`config.mk`:
```
export PLATFORM = sky130hd
export DESIGN_NAME = cpu_traffic_gen_flat
export DESIGN_NICKNAME = d
export VERILOG_FILES = /design/src/rtl/cpu_tg_pkg.sv /design/src/rtl/cpu_traffic_gen_if.sv /design/src/rtl/cpu_tg_op_table.sv /design/src/rtl/cpu_traffic_gen.sv /design/src/flat_wrapper.sv
export SDC_FILE = /design/constraint.sdc
export NUM_CORES = 1
export LEC_CHECK = 0
export CAP_MARGIN = 20
export CORE_MARGIN = 5
export CORE_UTILIZATION = 44
export DETAILED_ROUTE_END_ITERATION = 16
export GPL_TIMING_DRIVEN = 0
export PLACE_DENSITY = 0.62
export SLEW_MARGIN = 15
export SYNTH_ARGS = -nofsm -noshare
export SYNTH_HDL_FRONTEND = slang
export SYNTH_HIERARCHICAL = 1
export SYNTH_SLANG_ARGS = --single-unit
```
`constraint.sdc`:
```
create_clock -name clk -period 10.7 [get_ports clk]
set_clock_uncertainty 0.05 [all_clocks]
set_input_delay 1.605 -clock clk [delete_from_list [all_inputs] [get_ports clk]]
set_output_delay 1.605 -clock clk [all_outputs]
set_load 0.005 [all_outputs]
```
`src/rtl/cpu_tg_pkg.sv`:
```
// Shared types for the CPU traffic generator: op table entry layout, FSM states, defaults.
package cpu_tg_pkg;

  localparam int TG_ADDR_W      = 16;
  localparam int TG_DATA_W      = 32;
  localparam int TG_TIMEOUT_DEF = 1024;

  typedef struct packed {
    logic                 is_write;
    logic [TG_ADDR_W-1:0] addr;
    logic [TG_DATA_W-1:0] wdata;
    logic                 chk_data;
    logic [TG_DATA_W-1:0] exp_data;
    logic                 chk_hit;
    logic                 exp_hit;
  } op_t;

  typedef enum logic [1:0] {
    ST_IDLE  = 2'd0,
    ST_ISSUE = 2'd1,
    ST_WAIT  = 2'd2,
    ST_DONE  = 2'd3
  } tg_state_t;

endpackage

```
`src/rtl/cpu_traffic_gen_if.sv`:
```
// Cache CPU port: the generator (master) drives requests, the cache (slave) answers with ready/hit/rdata.
interface cpu_traffic_gen_if #(
  parameter int ADDR_WIDTH = 16,
  parameter int DATA_WIDTH = 32
) ();

  logic [ADDR_WIDTH-1:0] cpu_addr;
  logic [DATA_WIDTH-1:0] cpu_wdata;
  logic                  cpu_read;
  logic                  cpu_write;
  logic [DATA_WIDTH-1:0] cpu_rdata;
  logic                  cpu_ready;
  logic                  cpu_hit;

  modport master (
    output cpu_addr, cpu_wdata, cpu_read, cpu_write,
    input  cpu_rdata, cpu_ready, cpu_hit
  );

  modport slave (
    input  cpu_addr, cpu_wdata, cpu_read, cpu_write,
    output cpu_rdata, cpu_ready, cpu_hit
  );

endinterface

```
`src/rtl/cpu_tg_op_table.sv`:
```
// Op table: DEPTH entries of op_t, one synchronous write port, one asynchronous read port.
// Contents are deliberately not reset; the table is always programmed before use.
module cpu_tg_op_table
  import cpu_tg_pkg::*;
#(
  parameter  int DEPTH = 16,
  localparam int IW    = $clog2(DEPTH)
) (
  input  logic          i_clk,
  input  logic          i_we,
  input  logic [IW-1:0] i_widx,
  input  op_t           i_wdat,
  input  logic [IW-1:0] i_ridx,
  output op_t           o_rdat
);

  op_t r_mem [DEPTH];

  always_ff @(posedge i_clk) begin
    if (i_we) r_mem[i_widx] <= i_wdat;
  end

  assign o_rdat = r_mem[i_ridx];

endmodule

```
`src/rtl/cpu_traffic_gen.sv`:
```
// Replays a run-time programmed op table onto the cache CPU port, one request per ISSUE/WAIT pair,
// checking responses and keeping saturating hit/miss/error counters plus a response timeout.
module cpu_traffic_gen
  import cpu_tg_pkg::*;
#(
  parameter  int ADDR_WIDTH = TG_ADDR_W,
  parameter  int DATA_WIDTH = TG_DATA_W,
  parameter  int DEPTH      = 16,
  parameter  int TIMEOUT    = TG_TIMEOUT_DEF,
  parameter  int CNT_WIDTH  = 16,
  localparam int IW         = $clog2(DEPTH)
) (
  input  logic                 clk,
  input  logic                 rst,
  input  logic                 prog_we,
  input  logic [IW-1:0]        prog_idx,
  input  op_t                  prog_op,
  input  logic [IW:0]          n_ops,
  input  logic                 loop_en,
  input  logic                 start,
  input  logic                 stop,
  cpu_traffic_gen_if.master    cpu,
  output logic                 busy,
  output logic                 done,
  output logic [IW-1:0]        op_idx,
  output logic [CNT_WIDTH-1:0] hit_cnt,
  output logic [CNT_WIDTH-1:0] miss_cnt,
  output logic [CNT_WIDTH-1:0] err_cnt,
  output logic                 timeout_err
);

  localparam int TW = $clog2(TIMEOUT) + 1;

  tg_state_t            r_state, w_state_nxt;
  logic [IW-1:0]        r_op_idx;
  logic [IW:0]          r_n_ops;
  logic [IW:0]          w_n_ops_clamp;
  logic [TW-1:0]        r_timer;
  logic                 r_stop;
  logic                 r_timeout;
  logic [CNT_WIDTH-1:0] r_hit_cnt, r_miss_cnt, r_err_cnt;
  op_t                  w_op;
  logic                 w_active, w_issue, w_last, w_stop_seen, w_tmo, w_chk_err;

  function automatic logic [CNT_WIDTH-1:0] sat_inc(input logic [CNT_WIDTH-1:0] v);
    return (&v) ? v : v + CNT_WIDTH'(1);
  endfunction

  cpu_tg_op_table #(.DEPTH(DEPTH)) u_table (
    .i_clk  (clk),
    .i_we   (prog_we && !busy),
    .i_widx (prog_idx),
    .i_wdat (prog_op),
    .i_ridx (r_op_idx),
    .o_rdat (w_op)
  );

  assign w_n_ops_clamp = (n_ops > (IW+1)'(DEPTH)) ? (IW+1)'(DEPTH) : n_ops;
  assign w_last        = ({1'b0, r_op_idx} == r_n_ops - (IW+1)'(1));
  assign w_stop_seen   = r_stop || stop;
  assign w_tmo         = (r_timer == TW'(TIMEOUT - 1));
  // Data compare only applies to reads; a hit mismatch and a data mismatch together still count once.
  assign w_chk_err     = (w_op.chk_hit && (cpu.cpu_hit != w_op.exp_hit)) ||
                         (!w_op.is_write && w_op.chk_data &&
                          (cpu.cpu_rdata != DATA_WIDTH'(w_op.exp_data)));

  always_comb begin
    w_state_nxt = r_state;
    w_active    = 1'b0;
    w_issue     = 1'b0;
    busy        = 1'b0;
    done        = 1'b0;
    unique case (r_state)
      ST_IDLE: begin
        if (start) w_state_nxt = (w_n_ops_clamp == '0) ? ST_DONE : ST_ISSUE;
      end
      ST_ISSUE: begin
        busy        = 1'b1;
        w_active    = 1'b1;
        w_issue     = 1'b1;
        w_state_nxt = ST_WAIT;
      end
      ST_WAIT: begin
        busy     = 1'b1;
        w_active = 1'b1;
        if (cpu.cpu_ready) begin
          if (w_stop_seen || (w_last && !loop_en)) w_state_nxt = ST_DONE;
          else                                     w_state_nxt = ST_ISSUE;
        end else if (w_tmo) begin
          w_state_nxt = ST_DONE;
        end
      end
      ST_DONE: begin
        done        = 1'b1;
        w_state_nxt = ST_IDLE;
      end
      default: w_state_nxt = ST_IDLE;
    endcase
  end

  assign cpu.cpu_addr  = w_active ? ADDR_WIDTH'(w_op.addr)  : '0;
  assign cpu.cpu_wdata = w_active ? DATA_WIDTH'(w_op.wdata) : '0;
  assign cpu.cpu_read  = w_issue && !w_op.is_write;
  assign cpu.cpu_write = w_issue &&  w_op.is_write;

  always_ff @(posedge clk) begin
    if (rst) begin
      r_state    <= ST_IDLE;
      r_op_idx   <= '0;
      r_n_ops    <= '0;
      r_timer    <= '0;
      r_stop     <= 1'b0;
      r_timeout  <= 1'b0;
      r_hit_cnt  <= '0;
      r_miss_cnt <= '0;
      r_err_cnt  <= '0;
    end else begin
      r_state <= w_state_nxt;
      unique case (r_state)
        ST_IDLE: begin
          if (start) begin
            r_n_ops   <= w_n_ops_clamp;
            r_op_idx  <= '0;
            r_stop    <= 1'b0;
            r_timeout <= 1'b0;
            if (w_n_ops_clamp != '0) begin
              r_hit_cnt  <= '0;
              r_miss_cnt <= '0;
              r_err_cnt  <= '0;
            end
          end
        end
        ST_ISSUE: begin
          r_timer <= '0;
          if (stop) r_stop <= 1'b1;
        end
        ST_WAIT: begin
          if (stop) r_stop <= 1'b1;
          if (cpu.cpu_ready) begin
            if (cpu.cpu_hit) r_hit_cnt  <= sat_inc(r_hit_cnt);
            else             r_miss_cnt <= sat_inc(r_miss_cnt);
            if (w_chk_err)   r_err_cnt  <= sat_inc(r_err_cnt);
            if (w_state_nxt == ST_ISSUE) r_op_idx <= w_last ? '0 : r_op_idx + IW'(1);
          end else if (w_tmo) begin
            r_timeout <= 1'b1;
            r_err_cnt <= sat_inc(r_err_cnt);
          end else begin
            r_timer <= r_timer + TW'(1);
          end
        end
        default: ;
      endcase
    end
  end

  assign op_idx      = r_op_idx;
  assign hit_cnt     = r_hit_cnt;
  assign miss_cnt    = r_miss_cnt;
  assign err_cnt     = r_err_cnt;
  assign timeout_err = r_timeout;

endmodule

```
`src/flat_wrapper.sv`:
```
// flat-port wrapper written by rule: the top's interface ports become plain ports
module cpu_traffic_gen_flat import cpu_tg_pkg::*;
#(
  parameter  int ADDR_WIDTH = TG_ADDR_W,
  parameter  int DATA_WIDTH = TG_DATA_W,
  parameter  int DEPTH      = 16,
  parameter  int TIMEOUT    = TG_TIMEOUT_DEF,
  parameter  int CNT_WIDTH  = 16,
  localparam int IW         = $clog2(DEPTH)
)
  (clk, rst, prog_we, prog_idx, prog_op, n_ops, loop_en, start, stop, busy, done, op_idx, hit_cnt, miss_cnt, err_cnt, timeout_err, cpu_cpu_addr, cpu_cpu_wdata, cpu_cpu_read, cpu_cpu_write, cpu_cpu_rdata, cpu_cpu_ready, cpu_cpu_hit);
  cpu_traffic_gen_if #(.ADDR_WIDTH(ADDR_WIDTH), .DATA_WIDTH(DATA_WIDTH)) cpu_i ();
  input  logic clk;
  input  logic rst;
  input  logic prog_we;
  input  logic [IW-1:0] prog_idx;
  input  op_t prog_op;
  input  logic [IW:0] n_ops;
  input  logic loop_en;
  input  logic start;
  input  logic stop;
  output logic busy;
  output logic done;
  output logic [IW-1:0] op_idx;
  output logic [CNT_WIDTH-1:0] hit_cnt;
  output logic [CNT_WIDTH-1:0] miss_cnt;
  output logic [CNT_WIDTH-1:0] err_cnt;
  output logic timeout_err;
  output wire logic [$bits(cpu_i.cpu_addr)-1:0] cpu_cpu_addr;
  output wire logic [$bits(cpu_i.cpu_wdata)-1:0] cpu_cpu_wdata;
  output wire logic [$bits(cpu_i.cpu_read)-1:0] cpu_cpu_read;
  output wire logic [$bits(cpu_i.cpu_write)-1:0] cpu_cpu_write;
  input wire logic [$bits(cpu_i.cpu_rdata)-1:0] cpu_cpu_rdata;
  input wire logic [$bits(cpu_i.cpu_ready)-1:0] cpu_cpu_ready;
  input wire logic [$bits(cpu_i.cpu_hit)-1:0] cpu_cpu_hit;
  assign cpu_cpu_addr = cpu_i.cpu_addr;
  assign cpu_cpu_wdata = cpu_i.cpu_wdata;
  assign cpu_cpu_read = cpu_i.cpu_read;
  assign cpu_cpu_write = cpu_i.cpu_write;
  assign cpu_i.cpu_rdata = cpu_cpu_rdata;
  assign cpu_i.cpu_ready = cpu_cpu_ready;
  assign cpu_i.cpu_hit = cpu_cpu_hit;
  cpu_traffic_gen #(.ADDR_WIDTH(ADDR_WIDTH), .DATA_WIDTH(DATA_WIDTH), .DEPTH(DEPTH), .TIMEOUT(TIMEOUT), .CNT_WIDTH(CNT_WIDTH)) u_core (.clk(clk), .rst(rst), .prog_we(prog_we), .prog_idx(prog_idx), .prog_op(prog_op), .n_ops(n_ops), .loop_en(loop_en), .start(start), .stop(stop), .cpu(cpu_i), .busy(busy), .done(done), .op_idx(op_idx), .hit_cnt(hit_cnt), .miss_cnt(miss_cnt), .err_cnt(err_cnt), .timeout_err(timeout_err));
endmodule
```
==> flow_summary.toml, run 1 <==
[place]
gp_congestion = 0.8126
dp_hpwl_mm = 91.60
dp_cells = 4599
dpl_worst_slack_ns = 5.241
port_buffers = 237

[die]
rows = 129
start_util_pct = 44.30
die-area_mm2 = 0.1316
core_mm2 = 0.1236
ios = 238
fp.dieW_um = 362.8
die_y_um = 362.8

[setup_path]
cp_slowest_cell = "clkbuf_1"
cpMostUsedCell = "buf_2"
crit_fanout = 10
required_ns = 9.05
endpoint_kind = "output port"
max_stage_delay_ns = 0.81
cp_num_buf_inv = 4
path_cells = "buf_2, clkbuf_1, buf_2, mux4_2, a22oi_1, nand2_1, and2_1, clkdlybuf4s50_1"
path_class = "flop to output port"
worstSetupStartpointType = "flop"
crit_family = "buffers and inverters"
arrival_ns = 4.49

[cts]
cts_root_buf = "clkbuf_16"
max-clock-path-buffers = 3
cts_buffers = 145
cts_tree = "built"
ctsResizeCount = 0
clkTransAtPathRegs_ns = 0.06
cts-htree-levels = 4
cts_setup_buffers = 0
cts_hold_buf = 0
cts.sinks = 1416
insertion_delay_ns = 0.75

[grt]
grt_start_max_net_pins = 22
grt_pass1_wl_mm = 198.3
antenna_found_initial = 16
grt_overflow_total = 0
grt_pass1_vias = 29070
grt_usage_pct = 20.60

[power_and_ir_drop]
worst_ir_drop_vdd_v = 0.0001563
leakagePower_uw = 0.02035
p_per_area_mw_per_mm2 = 186.2

[final_layout]
drive_gt1_share_pct = 24.00
finalNonFillerCells = 4879
syn2layout_area_growth_pct = 19.78
nNetsFinal = 3252
utilization_pct = 53.07

[job]
maxCapViolCount = 0

[yosys]
yosysUniqueCellTypes = 63
avgSynthCellArea_um2 = 20.95
netlist_instances = 2615
synth-seq-cells = 1416
synth_area_mm2 = 0.05478
synth_ff_type = "edfxtp_1"
synth_warnings = 6
synth-seq-area-share_pct = 76.31
synth_top_cell_area_share_pct = 73.68
syn-num-nets = 2758
synth_area_leaders = "edfxtp_1 (74%), mux4_2 (14%), dfxtp_1 (2.6%)"
async_flop_share_pct = 0
synth_top_cell_by_area = "edfxtp_1"
synth-edff-count = 1344

[sta]
slew_violations = 0
rsz0062_at_grt = "false"
max_freq_mhz = 162.6
max_slew_margin_pct = 26.20
worst_pin_slew_ns = 1.107
hold_ws_ns = 0.4460
worst_slack_ns = 4.551
hold_violations = 0
setup_viol = 0
fin_crit_sh_pct = 57.47
fin_crit_ns = 6.149

[routing]
drt_wl_total_mm = 136.2
postRouteAntennaNets = 0
first_pass_iters = 5
vias = 27950
avgViaCountPerCell = 5.729
initialDrtViolationCount = 2629
drc = 0
post_drt_wl_per_cell_um = 27.91

[min_path]
hold_path_class = "flop to flop"

[status]
status = "finished clean"
## report_power, final
part	leakage [uW]	total (uW)	internal [uW]	switching [uW]
Combinational	0.00547	1210	537	677
Clock	0.00218	4760	2710	2050
Sequential	0.0127	6250	6210	36.2
Total	0.0204	12200	9450	2760
## kinds of logic after synthesis
family | after synthesis | share of synthesized area [%]
compound gates | 231 | 3.518
mux | 343 | 13.95
xor+xnor | 77 | 1.256
simple gates | 389 | 3.493
flops | 1416 | 76.31
fa+ha+maj | 10 | 0.2284
buf+inv | 149 | 1.249
## synthesized netlist by cell type, drive strengths merged, types with 2 or more instances
master and count:
a211oi 5, a21boi 3, a21o 6, a21oi 24, a22oi 168, a311oi 2
and2 50, and3 12, and4 3, buf 71, clkbuf 59, dfxtp 72
edfxtp 1344, ha 10, inv 19, mux2i 6, mux4 336, nand2 127
nand2b 10, nand3 33, nand3b 2, nand4 20, nor2 75, nor2b 7
nor3 18, nor3b 4, nor4 11, o21ai 7, o31a 2, or2 4
or3 9, or4 2, xnor2 13, xor2 63
## final timing paths
| kind | start | endpoint | slack (ns) | depth (start not counted) |
|---|---|---|---|---|
| worst max-delay path | u_core/op_idx[1]$_SDFFE_PP0P_ | cpu_cpu_wdata[0] | 4.55 | 8 |
| worst min-delay path | u_core/r_timer[10]$_SDFFE_PP0P_ | u_core/r_timer[10]$_SDFFE_PP0P_ | 0.45 | 1 |
| worst max register to register | u_core/op_idx[1]$_SDFFE_PP0P_ | u_core/err_cnt[15]$_SDFFE_PP0P_ | 5.20 | 13 |
| worst min register to register | u_core/r_timer[10]$_SDFFE_PP0P_ | u_core/r_timer[10]$_SDFFE_PP0P_ | 0.45 | 1 |
## flip-flops by register name, summed over array words and instances (netlist names)
register / flops
u_core/op_idx: 4
u_core/err_cnt: 16
u_core/hit_cnt: 16
u_core/timeout_err: 1
u_core/r_n_ops: 5
u_core/u_table/r_mem: 1344
u_core/miss_cnt: 16
u_core/r_timer: 11
u_core/r_state: 2
u_core/r_stop: 1
## placed cells by master (no fill, tap or decap), drive strengths merged, types with 20 or more instances in the layout
master,synthesis,layout
nand4,20,20
a22oi,168,168
a21oi,24,24
clkbuf,59,244
xor2,63,63
nor2,75,75
buf,71,181
nand3,33,33
edfxtp,1344,1344
mux4,336,336
dfxtp,72,72
clkdlybuf4s50,0,237
nand2,127,127
inv,19,26
clkinv,0,60
and2,50,50
## final cells by class
type | count | area, um2
Tap cell | 1637 | 2048
Clock buffer | 185 | 3862
Timing Repair Buffer | 347 | 4160
Fill cell | 9483 | 58020
Sequential cell | 1416 | 41800
Clock inverter | 78 | 606.8
Antenna cell | 17 | 42.54
Inverter | 19 | 71.32
Buffer | 130 | 613.1
Multi-Input combinational cell | 1050 | 12410
## through the flow
| step | power (uW) | instance area [um2] | TNS, ns |
|---|---|---|---|
| after floorplan | 6968 | 54780 | 0 |
| after global placement | 7557 | 59200 | -2340.31 |
| after detailed placement | 7596 | 61100 | 0 |
| after CTS | 12340 | 65570 | 0 |
| after global routing | 12660 | 65570 | 0 |
| final | 12220 | 65610 | 0 |
## metal layers
metal	vias up	global-route usage [%]	part of all wire, %
met3	176	4.874	7.4
met4	8	4.580	1.8
met1	14850	26.96	40
met5	-	0	0.039
li1	11890	-	-
met2	1034	35.37	51
Power figures use the tool's default switching activity.
==> inputs of run 2 (changes only) <==
Clock period 10.7 ns to 5.95 ns, I/O delays scaled along.
==> run 2 against run 1 <==
Global-route usage is 0.23 points higher. Hold slack better by 0.0065 ns. Highest routed layer unchanged. Largest power group unchanged. Non-clock buffer count is 15 lower. Cell area is 0.58% higher. Final cell count is 0.31% lower. Power is 81% higher. Via count is 0.18% lower. Critical endpoint is now cpu_cpu_read. Sequential share of layout area is 0.37 points lower. Critical path depth stayed put. Clock power is 83% higher. Sequential power is 79% higher. First-iteration DRC count is 9.1% higher. Largest cell class unchanged.
==> flow_summary.toml, run 2 (synthesis results as in run 1) <==
[final_layout]
largest-register = "u_core/u_table/r_mem"
nNetsFinal = 3237
final_cell_mix = "edfxtp_1 (1344), mux4_2 (336), clkdlybuf4s50_1 (237)"
largest_reg_flops = 1344
drive_gt1_share_pct = 23.86
layout_commonest_cell = "edfxtp_1"
design_area_mm2 = 0.06599
syn2layout_area_growth_pct = 20.48
utilization_pct = 53.38

[setup_path]
r2r-start = "u_core/op_idx[1]$_SDFFE_PP0P_"
r2r_slack_ns = 0.46
cp_slowest_cell = "clkbuf_1"
arrival_ns = 4.63
crit_family = "buffers and inverters"
critPathLaunch = "u_core/op_idx[1]$_SDFFE_PP0P_"
required_ns = 5.01
max_stage_delay_ns = 0.81
reg2reg_depth = 13
timing.critical_path.to = "cpu_cpu_read"
cpMostUsedCell = "buf_2"
r2r_end = "u_core/err_cnt[14]$_SDFFE_PP0P_"
path_cells = "buf_2, clkbuf_1, buf_2, mux4_2, a22oi_1, nand2_1, nor2b_1, clkdlybuf4s50_1"
cp_num_buf_inv = 4
endpoint_kind = "output port"
crit_fanout = 11
worstSetupStartpointType = "flop"
path_class = "flop to output port"
worst-path-stages = 8

[sta]
fin_crit_ns = 5.570
worst_slack_ns = 0.3795
setup-tns-final_ns = 0
rsz0062_at_grt = "false"
setup_viol = 0
hold_violations = 0
max_freq_mhz = 179.5
worst_pin_slew_ns = 1.148
slew_violations = 0
max_slew_margin_pct = 23.47
fin_crit_sh_pct = 93.62

[routing]
drc = 0
first_pass_iters = 5
vias = 27900
initialDrtViolationCount = 2869
wl_met3_mm = 9.831
avgViaCountPerCell = 5.736
drt_wl_total_mm = 137.2
routed.top_layer = "met5"
post_drt_wl_per_cell_um = 28.20
wl_met2_mm = 71.22
postRouteAntennaNets = 0
wl_met1_mm = 53.53

[grt]
grt_start_max_net_pins = 20
grt_pass1_wl_mm = 199.7
antenna_found_initial = 22
grt_overflow_total = 0
grt_pass1_vias = 29390
grt_usage_pct = 20.83

[job]
maxCapViolCount = 0

[power_and_ir_drop]
power_frac_clock_pct = 39.3
comb_power_share_pct = 10.0
p_per_area_mw_per_mm2 = 335.7
leakagePower_uw = 0.02044
worst_ir_drop_vdd_v = 0.0002955
power_switching_uw = 4978
power.share.sequential_pct = 50.7
sw_frac_of_total_pct = 22.47
p_int_uw = 17170

[die]
die-area_mm2 = 0.1316
ios = 238
die_y_um = 362.8
core_mm2 = 0.1236
fp.dieW_um = 362.8
rows = 129
start_util_pct = 44.30

[min_path]
hold_path_class = "flop to flop"
hold_depth = 2

[place]
port_buffers = 237
dpl_worst_slack_ns = 0.4983
place_area_mm2 = 0.06139
gp_congestion = 0.8248
dp_hpwl_mm = 92.52

[cts]
insertion_delay_ns = 0.75
clkTransAtPathRegs_ns = 0.06
cts.sinks = 1416
cts_setup_buffers = 0
cts_tree = "built"
cts_root_buf = "clkbuf_16"
cts_buffers = 145
cts-htree-levels = 4
ctsResizeCount = 0
max-clock-path-buffers = 3
cts_hold_buf = 0

[status]
status = "finished clean"
## run 2: worst min-delay path by stage
stage / startpoint / to / slack (ns)
after floorplan: u_core/r_timer[9]$_SDFFE_PP0P_ / u_core/r_timer[9]$_SDFFE_PP0P_ / 0.41
after global placement: u_core/r_timer[9]$_SDFFE_PP0P_ / u_core/r_timer[9]$_SDFFE_PP0P_ / 0.42
after detailed placement: u_core/r_n_ops[4]$_SDFFE_PP0P_ / u_core/r_n_ops[4]$_SDFFE_PP0P_ / 0.44
after CTS: u_core/r_n_ops[4]$_SDFFE_PP0P_ / u_core/r_n_ops[4]$_SDFFE_PP0P_ / 0.45
after global routing: u_core/r_timer[10]$_SDFFE_PP0P_ / u_core/r_timer[10]$_SDFFE_PP0P_ / 0.46
final: u_core/r_n_ops[4]$_SDFFE_PP0P_ / u_core/r_n_ops[4]$_SDFFE_PP0P_ / 0.45
## run 2: layer usage
metal / global-route usage, % / vias up
li1: - / 11850
met1: 26.90 / 14860
met2: 36.30 / 1000
met3: 4.382 / 183
met4: 5.204 / 10
met5: 0 / -
## run 2: final cells by class
cell class / instances / area [um2]
diodes: 17 / 42.54
plain buffers: 130 / 615.6
clock buffers: 175 / 3784
clock inverters: 88 / 778.2
fillers: 9522 / 57640
inverters: 19 / 71.32
multi-input cells: 1050 / 12430
flip-flops and latches: 1416 / 41800
well taps: 1637 / 2048
repair buffers: 332 / 4425
## run 2: worst reg2reg max path, stage by stage (launching register included)
cell and delay (ns):
dfxtp_1 0.55, buf_2 0.48, clkbuf_1 0.81, buf_2 0.54, mux4_2 0.37, a22oi_1 0.21
nand2_1 0.18, xor2_1 0.25, nor4_1 0.62, nand4_1 0.25, o2111ai_4 0.45, nand2_1 0.27
nand4_1 0.19, mux2i_1 0.20
## run 2: through the flow
stage               hold slack (ns)  cells  power (uW)
CTS                          0.4508   4847       22390
finish                       0.4525   4864       22150
detailed placement           0.4416   4584       13680
floorplan                    0.4084   2615       12520
global placement             0.4175   4489       13580
global route                 0.4643   4851       22970
## run 2: power groups by stage
| stage | logic [uW] | registers, uW | clock network, uW |
|---|---|---|---|
| 3_5_place_dp | 2240 | 11400 | 0 |
| 2_1_floorplan | 1070 | 11500 | 0 |
| 6_report | 2210 | 11200 | 8710 |
| 3_3_place_gp | 2070 | 11500 | 0 |
| 5_1_grt | 2370 | 11200 | 9350 |
| 4_1_cts | 2250 | 11200 | 8900 |
==> inputs of run 3 (changes only) <==
Settings changed: CAP_MARGIN 20 to 25.
==> run 3 against run 2 <==
Count of clock-buffer cells in the layout rose by 7. Core utilization rose by 0.080 points. Register-to-register slack improved by 0.06 ns. Global-route usage barely moved. Hold slack got worse by 0.0028 ns. Critical path type unchanged. Highest routed layer unchanged.
==> flow_summary.toml, run 3 (synthesis results as in run 1) <==
[status]
status = "finished clean"

[final_layout]
nFillCells = 9451
nNetsFinal = 3240
syn2layout_area_growth_pct = 20.66
largest_reg_flops = 1344
layout_commonest_cell = "edfxtp_1"
regArea_mm2 = 0.04180
drive_gt1_share_pct = 23.91
multi_input_area_mm2 = 0.01243
largest-register = "u_core/u_table/r_mem"
final_cell_mix = "edfxtp_1 (1344), mux4_2 (336), clkdlybuf4s50_1 (237)"

[grt]
grt_overflow_total = 0
gr-usage-met1_pct = 26.80
grt_pass1_vias = 29260
grt_start_max_net_pins = 20
grt_use_met2_pct = 35.64
grt_pass1_wl_mm = 199.3
antenna_found_initial = 23
grt_usage_pct = 20.87
use_met3_pct = 5.105
busiest_layer = "met2"

[setup_path]
path_cells = "buf_2, clkbuf_1, buf_2, mux4_2, a22oi_1, nand2_1, nor2b_1, clkdlybuf4s50_1"
path_class = "flop to output port"
reg2reg_depth = 13
critPathLaunch = "u_core/op_idx[1]$_SDFFE_PP0P_"
cpMostUsedCell = "buf_2"
arrival_ns = 4.54
worstSetupStartpointType = "flop"
max_stage_delay_ns = 0.81
cp_slowest_cell = "clkbuf_1"
endpoint_kind = "output port"
required_ns = 5.01
r2r_slack_ns = 0.52
r2r_end = "u_core/err_cnt[14]$_SDFFE_PP0P_"
cp_num_buf_inv = 4
crit_family = "buffers and inverters"
crit_fanout = 10
r2r-start = "u_core/op_idx[1]$_SDFFE_PP0P_"

[sta]
fin_crit_ns = 5.486
max_freq_mhz = 182.3
hold_violations = 0
hold_ws_ns = 0.4497
worst_pin_slew_ns = 1.166
max_slew_margin_pct = 22.27
fin_crit_sh_pct = 92.21
worst_slack_ns = 0.4635
setup_viol = 0
slew_violations = 0
rsz0062_at_grt = "false"

[cts]
ctsResizeCount = 0
max-clock-path-buffers = 3
cts_setup_buffers = 0
cts_hold_buf = 0
cts_root_buf = "clkbuf_16"
insertion_delay_ns = 0.75
cts_tree = "built"
clkTransAtPathRegs_ns = 0.06
cts_buffers = 146
cts-htree-levels = 4
cts.sinks = 1416

[min_path]
hold_depth = 1
hold_end = "u_core/r_timer[10]$_SDFFE_PP0P_"
hold_path_class = "flop to flop"
min_from = "u_core/r_timer[10]$_SDFFE_PP0P_"

[routing]
first_pass_iters = 5
avgViaCountPerCell = 5.741
postRouteAntennaNets = 0
vias = 27960
initialDrtViolationCount = 2770
drc = 0
drt_wl_total_mm = 137.9
post_drt_wl_per_cell_um = 28.32

[place]
dpl_worst_slack_ns = 0.5585
port_buffers = 237
gp_congestion = 0.8248
dp_hpwl_mm = 92.62

[die]
ios = 238
start_util_pct = 44.30
core_mm2 = 0.1236
rows = 129
die-area_mm2 = 0.1316
die_y_um = 362.8
fp.dieW_um = 362.8

[power_and_ir_drop]
leakagePower_uw = 0.02050
p_total_uw = 22270
worst_ir_drop_vdd_v = 0.0003244
p_per_area_mw_per_mm2 = 337.0

[job]
maxCapViolCount = 0
run 3: worst register-to-register path: cells and delay by family, from the launching register on:
family                 cells  cell delay (ns)
AO/OA/AOI/OAI              2             0.73
XOR/XNOR                   1             0.24
buffers and inverters      3             1.80
flip-flops                 1             0.54
multiplexers               2             0.57
AND/OR/NAND/NOR            5             1.44
run 3: how the worst max path moves through the flow:
stage,end,cells after the start,slack [ns]
CTS,cpu_cpu_read,8,0.29
global route,cpu_cpu_read,8,0.24
global placement,u_core/u_table/r_mem[2][20]$_DFFE_PP_,6,-5.46
finish,cpu_cpu_read,8,0.46
floorplan,u_core/u_table/r_mem[1][0]$_DFFE_PP_,6,0.19
detailed placement,u_core/err_cnt[14]$_SDFFE_PP0P_,13,0.56
run 3: cell type report:
type / instances / area share [%]
Clock inverter: 85 / 1.178
Multi-Input combinational cell: 1050 / 18.80
Clock buffer: 182 / 5.829
Buffer: 130 / 0.9314
Timing Repair Buffer: 334 / 6.742
Inverter: 19 / 0.1079
Tap cell: 1637 / 3.099
Antenna cell: 17 / 0.06437
Sequential cell: 1416 / 63.25
run 3: per-stage QoR:
step	cell area [um2]	cells	TNS, ns	utilization (%)
2_1_floorplan	54800	2615	0	-
3_3_place_gp	59220	4489	-6609.39	47.90
3_5_place_dp	61420	4586	0	49.68
4_1_cts	66050	4853	0	53.42
5_1_grt	66060	4856	0	53.43
6_report	66090	4870	0	53.46
run 3: report_power, final:
part / total (uW) / internal, uW / switching (uW)
sequential: 11200 / 11200 / 66.5
combinational: 2210 / 981 / 1230
clock: 8830 / 5130 / 3700
run 3: routing by layer:
metal	vias to the layer above	wire (um)
li1	11850	-
met1	14820	53670
met2	1058	70090
met3	224	10690
met4	10	3398
met5	-	61
